==> config.mk <==
export PLATFORM = sky130hd
export DESIGN_NAME = multdiv_wb
export DESIGN_NICKNAME = d
export VERILOG_FILES = /design/src/rtl/multdiv_wb.sv
export SDC_FILE = /design/constraint.sdc
export NUM_CORES = 1
export LEC_CHECK = 0
export BUFFER_PORTS_ARGS = -buffer_cell sky130_fd_sc_hd__buf_2
export CAP_MARGIN = 20
export CELL_PAD_IN_SITES_DETAIL_PLACEMENT = 1
export CELL_PAD_IN_SITES_GLOBAL_PLACEMENT = 2
export CORE_MARGIN = 1
export CORE_UTILIZATION = 36
export CTS_CLUSTER_SIZE = 16
export DETAILED_ROUTE_END_ITERATION = 6
export PLACE_DENSITY_LB_ADDON = 0.1
export SLEW_MARGIN = 40
export SYNTH_ARGS = -nofsm -noshare
export SYNTH_HDL_FRONTEND = slang
export SYNTH_SLANG_ARGS = --single-unit
==> constraint.sdc <==
create_clock -name clock -period 4.66 [get_ports clock]
set_input_delay 0.466 -clock clock [delete_from_list [all_inputs] [get_ports clock]]
set_output_delay 0.466 -clock clock [all_outputs]
set_load 0.005 [all_outputs]
==> src/rtl/multdiv_wb.sv <==
// multdiv_wb: iterative signed 32-bit multiply/divide feeding the register-file write port.
// Shift-add multiply and restoring divide on magnitudes, one bit per cycle, sign applied at the end.
// Optional build macro MULTDIV_DIV0_EARLY_EN: a divide by zero skips the iterations and
// completes one cycle after the start.
module multdiv_wb #(
    parameter int WIDTH = 32
) (
    input  logic             clock,
    input  logic             ctrl_reset,
    input  logic             ctrl_MULT,
    input  logic             ctrl_DIV,
    input  logic [WIDTH-1:0] data_operandA,
    input  logic [WIDTH-1:0] data_operandB,
    input  logic [4:0]       ctrl_destReg,
    output logic [WIDTH-1:0] data_result,
    output logic             data_exception,
    output logic             data_resultRDY,
    output logic [4:0]       data_destReg,
    output logic             ctrl_wbEnable,
    output logic             busy
);

`ifdef MULTDIV_DIV0_EARLY_EN
    localparam bit DIV0_EARLY = 1'b1;
`else
    localparam bit DIV0_EARLY = 1'b0;
`endif

    typedef enum logic [1:0] {IDLE, MUL, DIV, DONE} state_t;

    state_t      state, state_nxt;
    logic [5:0]  cnt;       // iterations done; bit 5 set means the finalize cycle
    logic [63:0] acc;       // mul: {partial hi, multiplier lo}; div: {remainder, quotient}
    logic [31:0] opnd;      // |multiplicand| or |divisor|
    logic        neg;       // result sign
    logic [4:0]  dest_q;

    logic        start_ok, take_mul, take_div, iter, finish;
    logic [31:0] abs_a, abs_b;
    logic [32:0] mul_sum;
    logic [32:0] div_shift;
    logic [31:0] div_rem;
    logic        div_ge;
    logic [63:0] mul_signed;
    logic [31:0] div_q;
    logic        mul_exc, div0;

    assign start_ok = (state == IDLE) || (state == DONE);
    assign take_mul = start_ok && ctrl_MULT;
    assign take_div = start_ok && ctrl_DIV && !ctrl_MULT;
    assign iter     = ((state == MUL) || (state == DIV)) && !cnt[5];
    assign finish   = ((state == MUL) || (state == DIV)) && cnt[5];

    assign abs_a = data_operandA[31] ? -data_operandA : data_operandA;
    assign abs_b = data_operandB[31] ? -data_operandB : data_operandB;

    // one iteration step for each operation
    assign mul_sum   = {1'b0, acc[63:32]} + {1'b0, (acc[0] ? opnd : 32'd0)};
    assign div_shift = {acc[63:32], acc[31]};
    assign div_ge    = div_shift >= {1'b0, opnd};
    assign div_rem   = div_shift[31:0] - opnd;

    // sign correction and overflow detection at completion
    assign mul_signed = neg ? -acc : acc;
    assign mul_exc    = !((&mul_signed[63:31]) || !(|mul_signed[63:31]));
    assign div_q      = neg ? -acc[31:0] : acc[31:0];
    assign div0       = (opnd == 32'd0);

    // state register
    always_ff @(posedge clock) begin
        if (ctrl_reset) state <= IDLE;
        else            state <= state_nxt;
    end

    // next-state: starts only from IDLE/DONE, MULT has priority
    always_comb begin
        state_nxt = state;
        case (state)
            IDLE, DONE: begin
                if (take_mul)      state_nxt = MUL;
                else if (take_div) state_nxt = DIV;
                else               state_nxt = IDLE;
            end
            MUL, DIV: if (cnt[5]) state_nxt = DONE;
            default:  state_nxt = IDLE;
        endcase
    end

    // outputs decoded from state: busy during iterations, strobes in DONE
    always_comb begin
        busy           = iter;
        data_resultRDY = (state == DONE);
        ctrl_wbEnable  = (state == DONE) && (data_destReg != 5'd0);
    end

    // operand capture and iteration datapath
    always_ff @(posedge clock) begin
        if (ctrl_reset) begin
            cnt    <= '0;
            acc    <= '0;
            opnd   <= '0;
            neg    <= 1'b0;
            dest_q <= '0;
        end else if (take_mul) begin
            cnt    <= '0;
            acc    <= {32'd0, abs_b};
            opnd   <= abs_a;
            neg    <= data_operandA[31] ^ data_operandB[31];
            dest_q <= ctrl_destReg;
        end else if (take_div) begin
            // early divide-by-zero jumps straight to the finalize cycle
            cnt    <= (DIV0_EARLY && (data_operandB == 32'd0)) ? 6'd32 : 6'd0;
            acc    <= {32'd0, abs_a};
            opnd   <= abs_b;
            neg    <= data_operandA[31] ^ data_operandB[31];
            dest_q <= ctrl_destReg;
        end else if (iter) begin
            cnt <= cnt + 6'd1;
            if (state == MUL)
                acc <= {mul_sum, acc[31:1]};
            else if (div_ge)
                acc <= {div_rem, acc[30:0], 1'b1};
            else
                acc <= {div_shift[31:0], acc[30:0], 1'b0};
        end
    end

    // result registers, held until the next completion
    always_ff @(posedge clock) begin
        if (ctrl_reset) begin
            data_result    <= '0;
            data_exception <= 1'b0;
            data_destReg   <= '0;
        end else if (finish) begin
            data_destReg <= dest_q;
            if (state == MUL) begin
                data_result    <= mul_signed[31:0];
                data_exception <= mul_exc;
            end else begin
                // quotient magnitude 2^31 with positive sign is the only divide overflow
                data_result    <= div0 ? 32'd0 : div_q;
                data_exception <= div0 || (!neg && acc[31]);
            end
        end
    end

endmodule

==> metrics.md <==
| Metric | Value |
|---|---|
| Fin Setup TNS | 0 ns |
| Final wirelength | 56.0 mm |
| Finished Cell Area | 0.0152 mm^2 |
| Reg2reg end | data_exception |
| Cell Rows | 70 |
| I/O pin count | 114 |
| WP data required | 4.98 ns |
| Reg clk slew, reported paths | 0.07 ns |
| DIE AREA | 0.0384 mm^2 |
| Average size of a mapped cell | 7.28 um^2 |
| Final count of pins violating max slew | 0 |
| Crit-path max cell delay | 0.68 ns |
| Area delta synth->final | 12.4% |
| Wire per inst | 23.4 um |
| Hold_sp | ctrl_destReg[4] |
| Clock sink count | 148 |
| Status | completed |
| Post-CTS sizing | 0 |
| Crit Path Class | register to register |
| Yosys warning count | 0 |
| Cells after synthesis | 1,861 |
| CP dominant cell by count | or4_1 |
| Hold Crit Depth | 3 |
| Unrepaired setup endpoints after global routing | no |
| Hold Path End | dest_q[4] |
| Skew final | 0.0152 ns |
| Pwr Density | 391 mW/mm^2 |
| Distinct cells, synth | 82 |
| Global-route wire length before repair | 85.9 mm |
| Critical Path AT | 4.53 ns |
| Port Buf Inserts | 113 |
| Tightest Hold Check Type | input port to register |
| Reg2Reg Setup Slack | 0.44 ns |
| Worst reg-to-reg path cell count | 10 |
| Max_cap viols | 0 |
| Crit path buffers/inverters | 0 |
| Period utilization | 90.5% |
| Fin crit period | 4.22 ns |
| Core Box Area | 0.0368 mm^2 |
| Setup crit start kind | register |
| Initial core utilization | 36.8% |
| Setup Fix Bufs, Post-CTS | 0 |
| Die Wd | 196 um |
| Yosys reg bits | 148 |
| Vias in the first global route | 14.2k |
| Sequential area share after synthesis | 21.9% |
| Crit path max fanout | 10 |
| Die Ht | 196 um |
| Post-synth EDFFs | 0 |
| Vias/cell | 6.15 |
| Htree depth | 4 |
| Crit path capture type | register |
| Gpl congestion | 0.915 |
| CP Cell Sequence | or4_1 > nor4_1 > nand4_1 > nor4_1 > o22ai_1 > a21o_1 > or4_1 > or4_1 > o41ai_2 > a31oi_1 |
| Fmax | 0.237 GHz |
| # diodes | 0 |
| Worst path slowest cell | or4_1 |
| Initial antenna violation count | 0 |
| Post-route ant nets | 0 |
| DP HPWL | 43.2 mm |
| Clk_lat worst skew | 0.45 ns |
| Synthesized cell area | 0.0136 mm^2 |
| Maximum VDD drop | 262 uV |
| Crit. Startpoint | acc[12] |
| Largest net degree at the start of global routing | 63 |
| Synth Net Count | 2,006 |
| Async S/R FF share, synth | 0% |
| DRC errors left | 0 |
| Violation count after the first detailed-routing iteration | 1,175 |
| Pre-antenna DRT Iters | 5 |
| Hold Violations, Final | 0 |
| TritonCTS Buffers | 17 |
| Ys flop type | dfxtp_1 |
| Fin util | 41.4% |
| CTS tree | done |
| Final #Nets | 2,056 |
| Vias | 14.7k |
| Worst slew pin tran | 0.832 ns |
| Max clock buf depth | 2 |
| Slew HR | 44.5% |
| Total power | 5.95 mW |
| Congestion Overflow GR | 0 |
| Clock root buffer | clkbuf_16 |
| Total track usage | 29.0% |
| Worst reg2reg startpoint | acc[12] |
| Dpl cell area | 0.0146 mm^2 |
| Leak pwr | 6.13 nW |
| Critical path's top delay family | simple AND/OR/NAND/NOR gates |
| Cts hold-fix bufs | 0 |
| Share of post-route cells with drive strength above 1 | 12.6% |
| Setup Viol. Count Final | 0 |
==> worst register-to-register path: cells and delay by family, from the launching register on <==
| family | cells | cell delay [ns] |
|---|---|---|
| AOI/OAI and AO/OA | 4 | 0.52 |
| DFF | 1 | 0.39 |
| and+or+nand+nor | 6 | 3.16 |
==> sequential cells by signal, summed over array words and instances, names as in the netlist <==
| name | count |
|---|---|
| dest_q | 5 |
| neg | 1 |
| data_result | 32 |
| data_destReg | 5 |
| data_exception | 1 |
| cnt | 6 |
| acc | 64 |
| state | 2 |
| opnd | 32 |
==> per-stage QoR <==
stage / setup WS [ns] / cells / hold WS, ns
floorplan: 0.897 / 1861 / 0.432
global placement: 0.473 / 2360 / 0.440
detailed placement: 0.385 / 2360 / 0.449
CTS: 0.371 / 2392 / 0.241
global route: 0.0877 / 2392 / 0.248
finish: 0.443 / 2392 / 0.255
==> worst max path at each step <==
stage                endpoint  slack (ns)  cells after the start
2_1_floorplan  data_exception        0.90                     13
3_3_place_gp   data_exception        0.47                     10
4_1_cts        data_exception        0.37                     10
3_5_place_dp   data_exception        0.38                     10
5_1_grt               acc[62]        0.09                     14
6_report       data_exception        0.44                     10
==> layer usage <==
layer	vias up	GRT usage, %	wire length (um)
met2	438	45.2	24700
li1	6939	-	-
met4	0	5.96	725
met1	7277	42.7	27700
met5	-	0	0
met3	46	3.23	2880
==> power by group <==
part	internal (mW)	leakage (nW)	switching, mW
logic	1.06	4.64	1.80
registers	1.40	1.21	0.231
clock network	0.807	0.285	0.667
==> logic make-up (layout without fill, tap and decap cells) <==
family	after synthesis	after routing	share of synthesized area [%]
XOR/XNOR	154	154	9.95
buffers and inverters	205	268	5.86
flip-flops	148	148	21.9
multiplexers	58	58	4.42
AND/OR/NAND/NOR	646	646	23.2
AO/OA/AOI/OAI	578	578	27.9
adder cells (fa/ha/maj)	72	72	6.76
==> synth_stat cells, types with 11 or more instances <==
master / instances / area, um^2
ha_1: 70 / 876
a31oi_1: 14 / 87.6
nand2b_1: 11 / 68.8
dfxtp_1: 148 / 2960
o41ai_1: 17 / 149
clkbuf_1: 117 / 439
a22oi_1: 36 / 270
nor2_1: 204 / 766
nor2b_1: 12 / 75.1
a21o_1: 31 / 233
mux2_2: 15 / 169
a221oi_1: 42 / 368
nor4_1: 30 / 188
xnor2_1: 104 / 911
mux2i_1: 43 / 430
inv_1: 72 / 270
nor3_1: 62 / 310
nand2_1: 147 / 552
or3_1: 27 / 169
or4_1: 23 / 173
o22ai_1: 18 / 113
o31ai_1: 33 / 248
nand4_1: 28 / 175
xor2_1: 50 / 438
a21oi_1: 150 / 751
nand3_1: 46 / 230
o21ai_0: 133 / 666
a211oi_1: 15 / 113
==> layout make-up <==
cell class / count / area (um^2)
Multi-Input combinational cell: 1508 / 9850
Inverter: 74 / 278
Tap cell: 468 / 586
Clock buffer: 18 / 429
Sequential cell: 148 / 2960
Timing Repair Buffer: 162 / 961
Fill cell: 4568 / 21500
Clock inverter: 14 / 168
==> cells in the final DEF (no fill, tap or decap), types with 46 or more instances in the layout <==
cell,instances
ha_1,69
nor3_1,62
a21oi_1,149
xor2_1,50
nor2_1,201
xnor2_1,104
dfxtp_1,147
o21ai_0,133
nand2_1,147
buf_4,48
nand3_1,46
inv_1,71
buf_2,112
Note: power is estimated with default switching activity, not from simulation.
